[config.mk]
export PLATFORM = sky130hd
export DESIGN_NAME = pcm_fifo_arbiter_flat
export DESIGN_NICKNAME = d
export VERILOG_FILES = /design/src/rtl/pcm_fifo_arbiter_if.sv /design/src/rtl/pcm_fifo_arbiter.sv /design/src/flat_wrapper.sv
export SDC_FILE = /design/constraint.sdc
export NUM_CORES = 1
export LEC_CHECK = 0
export CAP_MARGIN = 20
export CORE_UTILIZATION = 48
export DETAILED_ROUTE_END_ITERATION = 8
export PLACE_DENSITY = 0.74
export REMOVE_ABC_BUFFERS = 1
export SYNTH_ARGS = -nofsm -noshare
export SYNTH_HDL_FRONTEND = slang
export SYNTH_SLANG_ARGS = --single-unit
[constraint.sdc]
create_clock -name clk -period 5.05 [get_ports clk]
set_clock_uncertainty 0.15 [all_clocks]
set_input_delay 1.515 -clock clk [delete_from_list [all_inputs] [get_ports clk]]
set_output_delay 1.515 -clock clk [all_outputs]
set_load 0.05 [all_outputs]
[src/rtl/pcm_fifo_arbiter_if.sv]
// PCM capture / TX FIFO write bus for pcm_fifo_arbiter.
// master: the arbiter (consumes PCM strobes, drives FIFO writes).
// slave:  the surrounding environment (I2S decimators plus TX FIFO).
interface pcm_fifo_arbiter_if #(
  parameter int unsigned NUM_CH = 4
);
  logic [NUM_CH-1:0]    pcm_valid;
  logic [NUM_CH*16-1:0] pcm_data;
  logic                 fifo_full;
  logic                 fifo_wr_en;
  logic [7:0]           fifo_wdata;

  modport master (
    input  pcm_valid,
    input  pcm_data,
    input  fifo_full,
    output fifo_wr_en,
    output fifo_wdata
  );

  modport slave (
    output pcm_valid,
    output pcm_data,
    output fifo_full,
    input  fifo_wr_en,
    input  fifo_wdata
  );
endinterface

[src/rtl/pcm_fifo_arbiter.sv]
// Multi-channel PCM-to-FIFO write scheduler. Holds one 16-bit sample per channel and
// writes each as an atomic little-endian byte frame, granting channels round-robin.
// Optional macro PCM_ARB_TAG_EN: prefix every frame with tag byte {4'hA, channel}.
module pcm_fifo_arbiter #(
  parameter int unsigned NUM_CH     = 4,
  parameter int unsigned DROP_CNT_W = 8,
  localparam int unsigned GW        = (NUM_CH > 1) ? $clog2(NUM_CH) : 1
) (
  input  logic                  clk,
  input  logic                  rst_n,
  input  logic                  enable,
  pcm_fifo_arbiter_if.master    bus,
  output logic                  busy,
  output logic [GW-1:0]         grant_ch,
  output logic [DROP_CNT_W-1:0] drop_count
);

  // Headroom for adding up to 16 drops in one cycle before saturating.
  localparam int unsigned SumW = DROP_CNT_W + 5;

`ifdef PCM_ARB_TAG_EN
  typedef enum logic [1:0] {StIdle, StSendTag, StSendLo, StSendHi} state_e;
`else
  typedef enum logic [1:0] {StIdle, StSendLo, StSendHi} state_e;
`endif

  state_e                  state_q;
  logic [15:0]             hold_q [NUM_CH];
  logic [NUM_CH-1:0]       pend_q;
  logic [15:0]             frame_q;
  logic [GW-1:0]           grant_q;
  logic [DROP_CNT_W-1:0]   drop_q;

  logic                    gnt_vld;
  logic [GW-1:0]           gnt_idx;
  logic [GW-1:0]           cand;
  logic [NUM_CH-1:0]       gnt_oh;
  logic [NUM_CH-1:0]       drop_vec;
  logic [SumW-1:0]         drop_sum;
  logic [DROP_CNT_W-1:0]   drop_nxt;

  // Round-robin search upward from the last grant; no grant while capture is disabled.
  always_comb begin
    gnt_vld = 1'b0;
    gnt_idx = grant_q;
    cand    = grant_q;
    gnt_oh  = '0;
    if (state_q == StIdle && enable) begin
      for (int unsigned i = 1; i <= NUM_CH; i++) begin
        cand = GW'((32'(grant_q) + i) % NUM_CH);
        if (!gnt_vld && pend_q[cand]) begin
          gnt_vld = 1'b1;
          gnt_idx = cand;
        end
      end
    end
    if (gnt_vld) gnt_oh[gnt_idx] = 1'b1;
  end

  // A strobe onto an occupied, non-granted holding register is a drop; sum and saturate.
  always_comb begin
    drop_vec = {NUM_CH{enable}} & bus.pcm_valid & pend_q & ~gnt_oh;
    drop_sum = SumW'(drop_q);
    for (int unsigned c = 0; c < NUM_CH; c++) begin
      drop_sum = drop_sum + SumW'(drop_vec[c]);
    end
    if (drop_sum > SumW'({DROP_CNT_W{1'b1}})) drop_nxt = '1;
    else                                       drop_nxt = drop_sum[DROP_CNT_W-1:0];
  end

  // Per-channel holding registers, pending flags and the drop counter.
  always_ff @(posedge clk) begin
    if (!rst_n) begin
      pend_q <= '0;
      drop_q <= '0;
      for (int unsigned c = 0; c < NUM_CH; c++) hold_q[c] <= '0;
    end else begin
      drop_q <= drop_nxt;
      for (int unsigned c = 0; c < NUM_CH; c++) begin
        if (!enable) begin
          pend_q[c] <= 1'b0;
        end else if (bus.pcm_valid[c] && (!pend_q[c] || gnt_oh[c])) begin
          // On the grant cycle the old sample moves to the frame and the new one takes its place.
          hold_q[c] <= bus.pcm_data[16*c +: 16];
          pend_q[c] <= 1'b1;
        end else if (gnt_oh[c]) begin
          pend_q[c] <= 1'b0;
        end
      end
    end
  end

  // Frame FSM: grant in idle, then emit bytes, stalling while the FIFO is full.
  always_ff @(posedge clk) begin
    if (!rst_n) begin
      state_q <= StIdle;
      frame_q <= '0;
      grant_q <= GW'(NUM_CH - 1);
    end else begin
      unique case (state_q)
        StIdle: begin
          if (gnt_vld) begin
            frame_q <= hold_q[gnt_idx];
            grant_q <= gnt_idx;
`ifdef PCM_ARB_TAG_EN
            state_q <= StSendTag;
`else
            state_q <= StSendLo;
`endif
          end
        end
`ifdef PCM_ARB_TAG_EN
        StSendTag: if (!bus.fifo_full) state_q <= StSendLo;
`endif
        StSendLo:  if (!bus.fifo_full) state_q <= StSendHi;
        StSendHi:  if (!bus.fifo_full) state_q <= StIdle;
        default:   state_q <= StIdle;
      endcase
    end
  end

  // Write strobe and byte decode straight from state; suppressed during reset.
  always_comb begin
    bus.fifo_wr_en = 1'b0;
    bus.fifo_wdata = '0;
    unique case (state_q)
`ifdef PCM_ARB_TAG_EN
      StSendTag: begin
        bus.fifo_wr_en = !bus.fifo_full && rst_n;
        bus.fifo_wdata = {4'hA, 4'(grant_q)};
      end
`endif
      StSendLo: begin
        bus.fifo_wr_en = !bus.fifo_full && rst_n;
        bus.fifo_wdata = frame_q[7:0];
      end
      StSendHi: begin
        bus.fifo_wr_en = !bus.fifo_full && rst_n;
        bus.fifo_wdata = frame_q[15:8];
      end
      default: ;
    endcase
  end

  assign busy       = (state_q != StIdle);
  assign grant_ch   = grant_q;
  assign drop_count = drop_q;

endmodule
[src/flat_wrapper.sv]
// flat-port wrapper written by rule: the top's interface ports become plain ports
module pcm_fifo_arbiter_flat 
#(
  parameter int unsigned NUM_CH     = 4,
  parameter int unsigned DROP_CNT_W = 8,
  localparam int unsigned GW        = (NUM_CH > 1) ? $clog2(NUM_CH) : 1
)
  (clk, rst_n, enable, busy, grant_ch, drop_count, bus_pcm_valid, bus_pcm_data, bus_fifo_full, bus_fifo_wr_en, bus_fifo_wdata);
  pcm_fifo_arbiter_if #(.NUM_CH(NUM_CH)) bus_i ();
  input  logic clk;
  input  logic rst_n;
  input  logic enable;
  output logic busy;
  output logic [GW-1:0] grant_ch;
  output logic [DROP_CNT_W-1:0] drop_count;
  input wire logic [$bits(bus_i.pcm_valid)-1:0] bus_pcm_valid;
  input wire logic [$bits(bus_i.pcm_data)-1:0] bus_pcm_data;
  input wire logic [$bits(bus_i.fifo_full)-1:0] bus_fifo_full;
  output wire logic [$bits(bus_i.fifo_wr_en)-1:0] bus_fifo_wr_en;
  output wire logic [$bits(bus_i.fifo_wdata)-1:0] bus_fifo_wdata;
  assign bus_i.pcm_valid = bus_pcm_valid;
  assign bus_i.pcm_data = bus_pcm_data;
  assign bus_i.fifo_full = bus_fifo_full;
  assign bus_fifo_wr_en = bus_i.fifo_wr_en;
  assign bus_fifo_wdata = bus_i.fifo_wdata;
  pcm_fifo_arbiter #(.NUM_CH(NUM_CH), .DROP_CNT_W(DROP_CNT_W)) u_core (.clk(clk), .rst_n(rst_n), .enable(enable), .bus(bus_i), .busy(busy), .grant_ch(grant_ch), .drop_count(drop_count));
endmodule
==> results of run 1 <==
## registers in the layout, summed over array words and instances (netlist names)
signal and count:
u_core.hold_q 64, u_core.frame_q 16, u_core.drop_count 8, u_core.pend_q 4, u_core.grant_ch 2, u_core.state_q 2
## power groups by stage
stage / Clock (uW) / Combinational [uW] / Sequential, uW
floorplan: 0 / 354 / 966
CTS: 443 / 620 / 951
detailed placement: 0 / 607 / 968
global route: 478 / 674 / 961
finish: 437 / 620 / 952
global placement: 0 / 592 / 966
## routing by layer
metal / wire, um / share of wire / GRT usage
met4: 406 / 0.033 / 0.126
met2: 6050 / 0.49 / 0.407
met1: 5220 / 0.42 / 0.304
met5: 0 / 0 / 0
met3: 701 / 0.057 / 0.0276
## cell families (layout without fill, tap and decap cells)
group	Yosys count	in the layout
buf+inv	65	167
fa+ha+maj	11	11
xor+xnor	11	11
compound gates	140	140
flops	96	96
mux	3	3
simple gates	163	163
## cell type report
| type | instances | area (um^2) | area share |
|---|---|---|---|
| clock buffers | 12 | 145 | 0.0228 |
| clock inverters | 4 | 20.0 | 0.00314 |
| inverters | 32 | 120 | 0.0189 |
| multi-input cells | 328 | 2230 | 0.349 |
| flip-flops and latches | 96 | 2560 | 0.402 |
| well taps | 133 | 166 | 0.0261 |
| repair buffers | 119 | 1130 | 0.177 |
## final timing paths
kind	start	to	slack, ps	cells past startpoint
worst max-delay path	enable	u_core.drop_count[6]$_SDFF_PN0_	220	16
worst max register to register	u_core.grant_ch[1]$_SDFFE_PN1P_	u_core.drop_count[6]$_SDFF_PN0_	660	15
worst min register to register	u_core.hold_q[2][15]$_SDFFCE_PN0P_	u_core.frame_q[15]$_SDFFE_PN0P_	380	2
worst min-delay path	u_core.hold_q[2][15]$_SDFFCE_PN0P_	u_core.frame_q[15]$_SDFFE_PN0P_	380	2
## layout by cell type, fill, tap and decap left out, drive strengths merged, types with 2 or more instances in the layout
cell type / synthesis / routed
edfxtp: 64 / 64
nand2b: 5 / 5
a31o: 4 / 4
a21o: 17 / 17
fa: 2 / 2
nand2: 11 / 11
a211oi: 2 / 2
o211ai: 3 / 3
xnor2: 7 / 7
inv: 32 / 32
clkinv: 0 / 4
clkdlybuf4s50: 0 / 89
and2: 19 / 19
xor2: 4 / 4
nor2: 28 / 28
clkbuf: 21 / 12
nor3: 6 / 6
a22oi: 9 / 9
mux2i: 2 / 2
nand3: 37 / 37
o31ai: 4 / 4
nor2b: 11 / 11
a31oi: 17 / 17
a32oi: 2 / 2
dfxtp: 32 / 32
o21ai: 37 / 37
a22o: 2 / 2
buf: 12 / 29
a2bb2oi: 3 / 3
or2: 2 / 2
ha: 9 / 9
a21oi: 31 / 31
and3: 34 / 34
## worst reg2reg max path, stage by stage (launching register included)
cell and delay (ps):
dfxtp_1 680, or4b_1 510, nor3_2 250, or3_1 180, o211ai_1 120, and2_1 200
and3_1 180, ha_1 290, fa_1 550, ha_2 180, inv_1 60, fa_2 360
and4b_2 340, buf_4 120, o31ai_1 50, a21oi_1 110
## stage by stage
| stage | TNS [ps] | instance area [um^2] |
|---|---|---|
| after detailed placement | -4780 | 6140 |
| after floorplan | -763 | 4860 |
| after global routing | 0 | 6370 |
| final | 0 | 6370 |
| after global placement | -2890 | 6140 |
| after CTS | 0 | 6370 |
## what timing repair did
action,CTS,global route
endpoints found under the setup margin,8,0
buffers inserted,3,0
gates resized for setup,10,0
==> reports/metrics.cfg, run 1 <==
[cts]
ctsRootBufferMaster=clkbuf_8
clk_latency_ps=360
cts.sinks=96
cts_max_path_buffers=2
cts_tree=done
cts_buffers=9
hold_buffers=0
clk_pin_slew_ps=90
cts.htree.levels=3

[critical_path]
crit_type=primary input to flip-flop
crit_path_cell_trace=dlygate4sd2_1 -> nand2_2 -> a31o_4 -> or3_1 -> o211ai_1 -> and2_1 -> and3_1 -> ha_1 -> fa_1 -> ha_2 -> inv_1 -> fa_2 -> and4b_2 -> buf_4 -> o31ai_1 -> a21oi_1
slowest_stage=fa_1
critPathLaunchType=primary input
cp_top_family=adder cells
max_stage_delay_ps=550
arrival_ps=4980
critPathMaxFanout=3
critPathCaptureType=flip-flop
crit_buf_inv=3
required_ps=5200

[cells_and_area]
area_growth_pct=26.9
final_layout_size_suffix_gt1_frac=0.127
antennaDiodeCount=0
final-instance-count-excl-fill=724
num-fill-cells=807
final_nets=669
post-route-util=0.640

[power_and_ir_drop]
p_leak_uw=0.00250
comb_power_share=0.309
clockPowerShare=0.218
powerDensity_nw_per_um2=315
p_int_uw=1350
p_switching_uw=656
p_total_uw=2010
peakVddDrop_v=0.000152
switching_share=0.327
seq_power_share=0.474

[sta]
rsz0062_at_grt=no
worst_pin_slew_ps=877
slew_headroom=0.413
fmax_mhz=207
setup_violations=0
fin_ws_ps=219
hold_slack_ps=375
hold_violations=0
min_period_ps=4830
slew_viol_final=0
fin_crit_sh=0.957

[synthesis]
synth.most_common_cell=edfxtp_1
yosys.area_share.xor_xnor=0.0192
syn_inst=489
synth.area.top_cells=edfxtp_1, dfxtp_1, and3_1
synth_flop_cell=edfxtp_1
synth-seq-cells=96
synth_top_area_frac=0.383
synthAdderAreaFrac=0.0304
yosys.area.top_type=edfxtp_1
synth_compound_area_frac=0.194
synthSimpleGateAreaFrac=0.184
ys_top_cells_by_count=edfxtp_1, nand3_1, o21ai_0
synth_edf_count=64
synthesis.area_um2=5020
avgSynthCellArea_um2=10.3
yosysUniqueCellTypes=60
synthMuxAreaShare=0.00623
async_reset_ff_frac=0
synth_top_family_by_area=compound AO/OA/AOI/OAI gates
synth_seq_area_share=0.510
ys_warn_count=0

[global_routing]
grt-ovfl-total=0
grt_pass1_wl_um=20400
antenna_found_initial=0
grt_pass1_vias=4094
grt_max_degree=28
grtUsageTotal=0.241

[placed_design]
detailed_place_hpwl_um=8610
port_buffers=91
gp_congestion=0.896
dp_worst_setup_slack_ps=-652
placed_cells=705

[floorplanning]
die_h_um=104
die-area_um2=10900
core_area_um2=9950
die_x_um=104
initial_core_util=0.504
ios=92
rows=36

[routing]
wl_per_cell_um=17.1
first_pass_iters=5
drc=0
first_iter_violations=328
ant_nets=0
drt_wl_total_um=12400
viasPerCell=5.60
via_count=4054

[min_path]
hp-class=flip-flop to flip-flop

[run]
drv_cap=0

[outcome]
outcome=finished, final reports clean

(Power assumes the default switching activity.)
==> run 2: changes to the inputs <==
Settings changed: ABC_AREA from default to 0, HOLD_SLACK_MARGIN from default to 0.03.
==> results of run 2 <==
No change in the layout: final DEF, timing and power equal those of run 1.
